`src/rtl/pipe_pkg.sv`:
```
// Shared constants and stage record for the 5-stage core's instruction pipeline registers.
package pipe_pkg;

   localparam logic [31:0] NOP_INSTR = 32'h00000013;  // addi x0,x0,0
   localparam logic [6:0]  OP_LOAD   = 7'b0000011;
   localparam logic [6:0]  OP_BRANCH = 7'b1100011;
   localparam int          PC_W      = 32;

   typedef struct packed {
      logic [31:0]     instr;
      logic [PC_W-1:0] pc;
      logic            valid;
   } stage_t;

endpackage

```
`src/rtl/pipe_stage_reg.sv`:
```
// One pipeline stage register: reset > hold > bubble > load.
module pipe_stage_reg
   import pipe_pkg::*;
#(
   parameter int          XLEN = 32,
   parameter logic [31:0] NOP  = NOP_INSTR
) (
   input  logic            clk,
   input  logic            rst,
   input  logic            hold,
   input  logic            bubble,
   input  logic [31:0]     d_instr,
   input  logic [XLEN-1:0] d_pc,
   input  logic            d_valid,
   output logic [31:0]     q_instr,
   output logic [XLEN-1:0] q_pc,
   output logic            q_valid
);

   always_ff @(posedge clk) begin
      if (rst) begin
         q_instr <= NOP;
         q_pc    <= '0;
         q_valid <= 1'b0;
      end else if (!hold) begin
         if (bubble) begin
            q_instr <= NOP;
            q_pc    <= '0;
            q_valid <= 1'b0;
         end else begin
            q_instr <= d_instr;
            q_pc    <= d_pc;
            q_valid <= d_valid;
         end
      end
   end

endmodule

```
`src/rtl/pipe_instr_regs.sv`:
```
// IF/ID -> ID/EX -> EX/MEM -> MEM/WB instruction/PC registers with stall bubbles,
// branch flush, and stall statistics / protocol checking.
module pipe_instr_regs
   import pipe_pkg::*;
#(
   parameter int          XLEN      = 32,
   parameter logic [31:0] NOP_INSTR = pipe_pkg::NOP_INSTR,
   parameter int          MAX_STALL = 2,
   parameter int          CNT_W     = 16
) (
   input  logic             clk,
   input  logic             rst,
   input  logic [31:0]      if_instr,
   input  logic [XLEN-1:0]  if_pc,
   input  logic             if_valid,
   input  logic             id_stall,
   input  logic             br_flush,
   output logic             if_ready,
   output logic [31:0]      if_id_instr,
   output logic [XLEN-1:0]  if_id_pc,
   output logic             if_id_valid,
   output logic [31:0]      id_ex_instr,
   output logic [XLEN-1:0]  id_ex_pc,
   output logic             id_ex_valid,
   output logic [31:0]      ex_mem_instr,
   output logic             ex_mem_valid,
   output logic [31:0]      mem_wb_instr,
   output logic             mem_wb_valid,
   output logic [CNT_W-1:0] stall_cycles,
   output logic             stall_err,
   output logic             proto_err
);

   localparam int NSTG  = 4;
   localparam int RUN_W = $clog2(MAX_STALL + 2);
   localparam logic [RUN_W-1:0] RUN_MAX = RUN_W'(MAX_STALL + 1);

   localparam logic [0:0] IDLE  = 1'b0;
   localparam logic [0:0] STALL = 1'b1;

   logic [NSTG-1:0][31:0]     d_instr, q_instr;
   logic [NSTG-1:0][XLEN-1:0] d_pc, q_pc;
   logic [NSTG-1:0]           d_vld, q_vld;
   logic [NSTG-1:0]           stg_hold, stg_bub;

   assign if_ready = ~id_stall;

   // Stage 0 is IF/ID, stage 1 ID/EX; the back end always advances.
   // IF/ID hold outranks its bubble, so a stall/flush collision keeps the stall.
   always_comb begin
      stg_hold   = {{(NSTG-1){1'b0}}, id_stall};
      stg_bub    = {{(NSTG-2){1'b0}}, id_stall, br_flush | ~if_valid};
      d_instr[0] = if_instr;
      d_pc[0]    = if_pc;
      d_vld[0]   = if_valid;
      for (int i = 1; i < NSTG; i++) begin
         d_instr[i] = q_instr[i-1];
         d_pc[i]    = q_pc[i-1];
         d_vld[i]   = q_vld[i-1];
      end
   end

   for (genvar g = 0; g < NSTG; g++) begin : g_stg
      pipe_stage_reg #(.XLEN(XLEN), .NOP(NOP_INSTR)) u_stg (
         .clk     (clk),
         .rst     (rst),
         .hold    (stg_hold[g]),
         .bubble  (stg_bub[g]),
         .d_instr (d_instr[g]),
         .d_pc    (d_pc[g]),
         .d_valid (d_vld[g]),
         .q_instr (q_instr[g]),
         .q_pc    (q_pc[g]),
         .q_valid (q_vld[g])
      );
   end

   assign if_id_instr  = q_instr[0];
   assign if_id_pc     = q_pc[0];
   assign if_id_valid  = q_vld[0];
   assign id_ex_instr  = q_instr[1];
   assign id_ex_pc     = q_pc[1];
   assign id_ex_valid  = q_vld[1];
   assign ex_mem_instr = q_instr[2];
   assign ex_mem_valid = q_vld[2];
   assign mem_wb_instr = q_instr[3];
   assign mem_wb_valid = q_vld[3];

   logic [0:0]       state;
   logic [RUN_W-1:0] run;
   logic             run_over;

   // Run length this stall cycle would reach, compared before saturation.
   assign run_over = id_stall && ((int'(run) + 1) > MAX_STALL);

   always_ff @(posedge clk) begin
      if (rst) begin
         state        <= IDLE;
         run          <= '0;
         stall_cycles <= '0;
         stall_err    <= 1'b0;
         proto_err    <= 1'b0;
      end else begin
         case (state)
            IDLE: begin
               if (id_stall) begin
                  state <= STALL;
                  run   <= RUN_W'(1);
               end
            end
            STALL: begin
               if (!id_stall) begin
                  state <= IDLE;
                  run   <= '0;
               end else if (run != RUN_MAX) begin
                  run <= run + RUN_W'(1);
               end
            end
            default: begin
               state <= IDLE;
               run   <= '0;
            end
         endcase
         if (run_over)
            stall_err <= 1'b1;
         if (id_stall && br_flush)
            proto_err <= 1'b1;
         if (id_stall && (stall_cycles != {CNT_W{1'b1}}))
            stall_cycles <= stall_cycles + CNT_W'(1);
      end
   end

endmodule
```
`config.mk`:
```
export PLATFORM = sky130hd
export DESIGN_NAME = pipe_instr_regs
export DESIGN_NICKNAME = d
export VERILOG_FILES = /design/src/rtl/pipe_pkg.sv /design/src/rtl/pipe_stage_reg.sv /design/src/rtl/pipe_instr_regs.sv
export SDC_FILE = /design/constraint.sdc
export NUM_CORES = 1
export LEC_CHECK = 0
export CAP_MARGIN = 20
export CORE_MARGIN = 2
export CORE_UTILIZATION = 52
export CTS_CLUSTER_DIAMETER = 150
export DETAILED_ROUTE_END_ITERATION = 12
export HOLD_SLACK_MARGIN = 0.08
export MAX_ROUTING_LAYER = met4
export PLACE_DENSITY = 0.94
export SYNTH_ARGS = -nofsm -noshare
export SYNTH_HDL_FRONTEND = slang
export SYNTH_HIERARCHICAL = 1
export SYNTH_SLANG_ARGS = --single-unit
```
`constraint.sdc`:
```
create_clock -name clk -period 2 [get_ports clk]
set_input_delay 0.3 -clock clk [delete_from_list [all_inputs] [get_ports clk]]
set_output_delay 0.3 -clock clk [all_outputs]
set_load 0.01 [all_outputs]
```
# After elaboration in Yosys (flattened, before gate mapping)
# Cells that the tools add are included.
[op_classes]
n_lt_le_gt_ge = 1
reduce_logical = 5
eq_ne = 4
muxes = 8
add_sub_neg = 3
bitwise_logic = 4
[op_table]
columns = ["operator", "n"]
rows = [
  ["$mux 32", 2],
  ["$add 16x1->16 const B", 1],
  ["$ne 16x16->1 const B", 1],
  ["$mux 2", 3],
  ["$ne 2x2->1 const B", 2],
  ["$pmux 2 s2", 1],
  ["$add 2x1->3 const B", 1],
  ["$gt 3x2->1 const B", 1],
  ["$logic_and 1x1->1", 3],
  ["$ne 3x2->1 const B", 1],
  ["$not 1->1", 3],
  ["$add 2x1->2 const B", 1],
  ["$mux 1", 2],
  ["$reduce_and 2->1", 1],
  ["$reduce_or 2->1", 1],
  ["$or 1x1->1", 1],
]
[word_totals]
inputBits = 69
word_cells = 40
reg_bits = 217
output_inout_bits = 215

# Depth between registers and ports, before layout
# Gate-level depths: netlist of run 1.
[depth]
depth_word = 4
depth_mapped = 6
ltp_nobuf = 5

# By module
# Netlist of run 1, hierarchy kept.
[by_module_without_submodules]
columns = ["mod", "cells_each", "area_per_inst_um2", "seq_area_each_um2", "instances"]
rows = [
  ["pipe_stage_reg", 290, 2952.8, 1301.2, 4],
  ["pipe_instr_regs", 124, 1062.3, 420.4, 1],
]

# Worst setup path before layout of run 1
# Ideal clock, no wire load.
[synth_path]
path_kind = "reg2reg"
startpoint = "reg stall_cycles[0]"
endpoint = "reg stall_cycles[10]"
n_path_buf = 0
stages_incl_launch_ff = 6
setup_time_ns = 0.071
setup_slack_ns = 0.331
arrival_time_ns = 1.598
synth_period_minus_slack_ns = 1.669
required_ns = 1.929
cell_sequence = "dfxtp_1 > ha_1 > and4_1 > o31ai_2 > or4_1 > a21oi_1"
[synth_via]
elab_chain_cells = 2
word_cells_on_any_way = 3
classes_between = "add/sub: 1; eq/ne: 1; reduce/logical: 1"
[synth_rtl]
columns = ["element", "line_no", "source"]
rows = [
  ["from (decl)", "pipe_instr_regs.sv:29", "output logic [CNT_W-1:0] stall_cycles,"],
  ["from (signal assigned)", "pipe_instr_regs.sv:129", "stall_cycles <= stall_cycles + CNT_W'(1);"],
  ["parallel branches: the longest is 2 deep, another holds $add 16x1->16", "--", ""],
]
# Parallel ways; which one is timed is not known.
# A chain may end at the register's enable or synchronous reset.

# Final worst setup path of run 1
[layout_path]
startpoint = "reg stall_cycles[4]"
endpoint = "out stall_cycles[4]"
# No word-level cell between the ends.

==> run_results.csv, run 1 <==
group,metric,value,unit
status,outcome,"finished clean",
setup_path,crit_chain,"clkdlybuf4s50_1",
grt,track_usage,25.2,%
clocking,path_clk_slew,60,ps
setup_path,critPathMaxStageDelay,620,ps
route,antenna_left,0,
floorplan,initial_core_util,53.3,%
timing,tns,0,ps
clocking,cts_tree,"done",
setup_path,worst-path-buf-inv,1,
setup_path,reg2reg_from,"stall_cycles[8]",
timing,fin_crit_sh,95.3,%
route,wl_per_cell,17.0,um
grt,grt_max_degree,88,
route,vias,8102,
clocking,clock-root-buffer,"clkbuf_16",
floorplan,die_w,143,um
timing,setup_violations,0,
timing,hold_viol,0,
clocking,post_cts_resized,0,
timing,relSlewSlack,52.9,%
setup_path,crit_type,"register to output pin",
place,gp_congestion,0.846,
timing,skew,7.60,ps
route,wl,26.1,mm
clocking,hold_buffers,0,
setup_path,end_kind,"output pin",
clocking,htree_levels,1,
setup_path,rr_worst_depth,4,
setup_path,crit_arrival,1610,ps
pwr,powerDensity,681,nW/um^2
job,maxCapViolCount,0,
clocking,clkSinkCount,217,
setup_path,required,1700,ps
finish,nFillCells,1314,
setup_path,crit_path_max_fanout,7,
hold_path,hp-class,"input pin to register",
floorplan,num_rows,50,
floorplan,die_h,143,um
grt,grt-ovfl-total,0,
floorplan,io_pins,284,
grt,grt_antenna_before_repair,1,
setup_path,crit_family,"buffers and inverters",
timing,rsz0062_at_grt,"no",
timing,slew_violations,0,
yosys,syn_area,10000,sq um
hold_path,min_from,"rst",
setup_path,cp_slowest_cell,"clkdlybuf4s50_1",
setup_path,cp-start-kind,"register",
timing,layout_min_cycle_time,1910,ps
finish,syn2layout_area_growth,35.0,%
place,dp_hpwl,18.1,mm
route,first_pass_iters,5,
clocking,cts_buffer_depth,3,
route,vias_per_cell,5.27,
timing,worst_pin_slew,707,ps
floorplan,die-area,20400,sq um
clocking,worst_skew_pair.late_latency,500,ps
setup_path,r2r_slack,180,ps
place,place_area,12800,sq um
hold_path,hold_depth,2,
finish,fin_area,13600,sq um
timing,fmax,0.525,GHz
pwr,peakVddDrop,575,uV
route,drc,0,
grt,grt_pass1_wl,40.7,mm
place,port_buffers,283,
yosys,netlist_instances,1010,
route,drt_iter0_drc,273,
finish,final_nets,1333,
finish,drive_above_1_share,19.0,%
grt,grt_pass1_vias,7668,
floorplan,core,18800,sq um
clocking,cts_setup_buffers,0,
yosys,yosysWarnings,6,
hold_path,min_to,"run[0]",
pwr,p_leak,4.36,nW
setup_path,reg2reg_to,"stall_cycles[1]",
clocking,cts-buffers-inserted,23,
yosys,synth_area_per_cell,9.94,sq um
## flip-flops by register name (all words and copies together), names as in the netlist
name	cells
run	2
state	1
stall_err	1
g_stg.u_stg/q_pc	64
g_stg.u_stg/q_valid	4
g_stg.u_stg/q_instr	128
stall_cycles	16
proto_err	1
## through the flow
| stage | instances | utilization [%] | total power [mW] | hold slack, ps | worst slack, ps |
|---|---|---|---|---|---|
| 2_1_floorplan | 1028 | - | 5.08 | 445 | 331 |
| 6_report | 1536 | 72.0 | 9.23 | 319 | 93.7 |
| 4_1_cts | 1535 | 71.9 | 9.30 | 292 | 87.3 |
| 3_3_place_gp | 1495 | 68.2 | 5.33 | 450 | 304 |
| 3_5_place_dp | 1495 | 68.2 | 5.35 | 462 | 252 |
| 5_1_grt | 1536 | 72.0 | 9.54 | 324 | 11.8 |
## cell usage in the layout (no fill, tap or decap), types with 2 or more instances in the layout
master	instances
mux2i_1	2
or2_4	2
o31ai_1	3
clkinv_2	6
clkdlybuf4s50_1	281
o41ai_2	2
o22ai_2	176
nor3b_1	13
clkbuf_1	6
or2_1	2
dfxtp_1	217
conb_1	19
nor2_1	28
nand4_1	4
or3b_1	4
buf_12	12
inv_1	5
and4_1	3
nand2_1	194
nor3_1	3
buf_4	11
nor4_1	2
nand3_1	6
ha_1	4
nand2b_1	181
clkbuf_8	4
a21oi_1	27
or3_1	4
clkbuf_16	23
o22ai_1	4
o21ai_0	6
o21a_1	3
xor2_1	2
and3_1	2
or4_1	4
## final cells by class
type / count / area (sq um) / area share (%)
Multi-Input combinational cell: 707 / 5010 / 37.0
Sequential cell: 217 / 4340 / 32.1
Timing Repair Buffer: 306 / 3160 / 23.3
Clock buffer: 33 / 653 / 4.82
Tap cell: 260 / 325 / 2.40
Clock inverter: 7 / 38.8 / 0.286
Inverter: 5 / 18.8 / 0.138
Antenna cell: 1 / 2.50 / 0.0185
## power breakdown
group	internal [mW]	switching (mW)	leakage, nW
Combinational	0.416	0.444	2.26
Sequential	4.38	0.0463	1.75
Clock	2.26	1.68	0.347
## metal layers
layer / vias to the layer above / wire length, um / GRT usage, %
met5: - / 0 / -
met2: 274 / 12500 / 40.4
met3: 78 / 1570 / 5.26
met1: 3815 / 10800 / 30.7
met4: 0 / 1290 / 11.1
li1: 3935 / - / -
## worst max path at each step
stage	start	endpoint	slack, ps	cells past startpoint
floorplan	stall_cycles[0]	stall_cycles[10]	330	5
global placement	stall_cycles[0]	stall_cycles[10]	300	5
detailed placement	stall_cycles[0]	stall_cycles[10]	250	5
CTS	stall_cycles[4]	stall_cycles[4]	90	1
global route	stall_cycles[4]	stall_cycles[4]	10	1
finish	stall_cycles[4]	stall_cycles[4]	90	1
(Power assumes the default switching activity.)
==> run 2, diff against run 1 <==
CTS_CLUSTER_DIAMETER = unset   (was 150)
==> results of run 2 <==
Same layout as run 1: the final DEF is identical, and so are final timing and power.
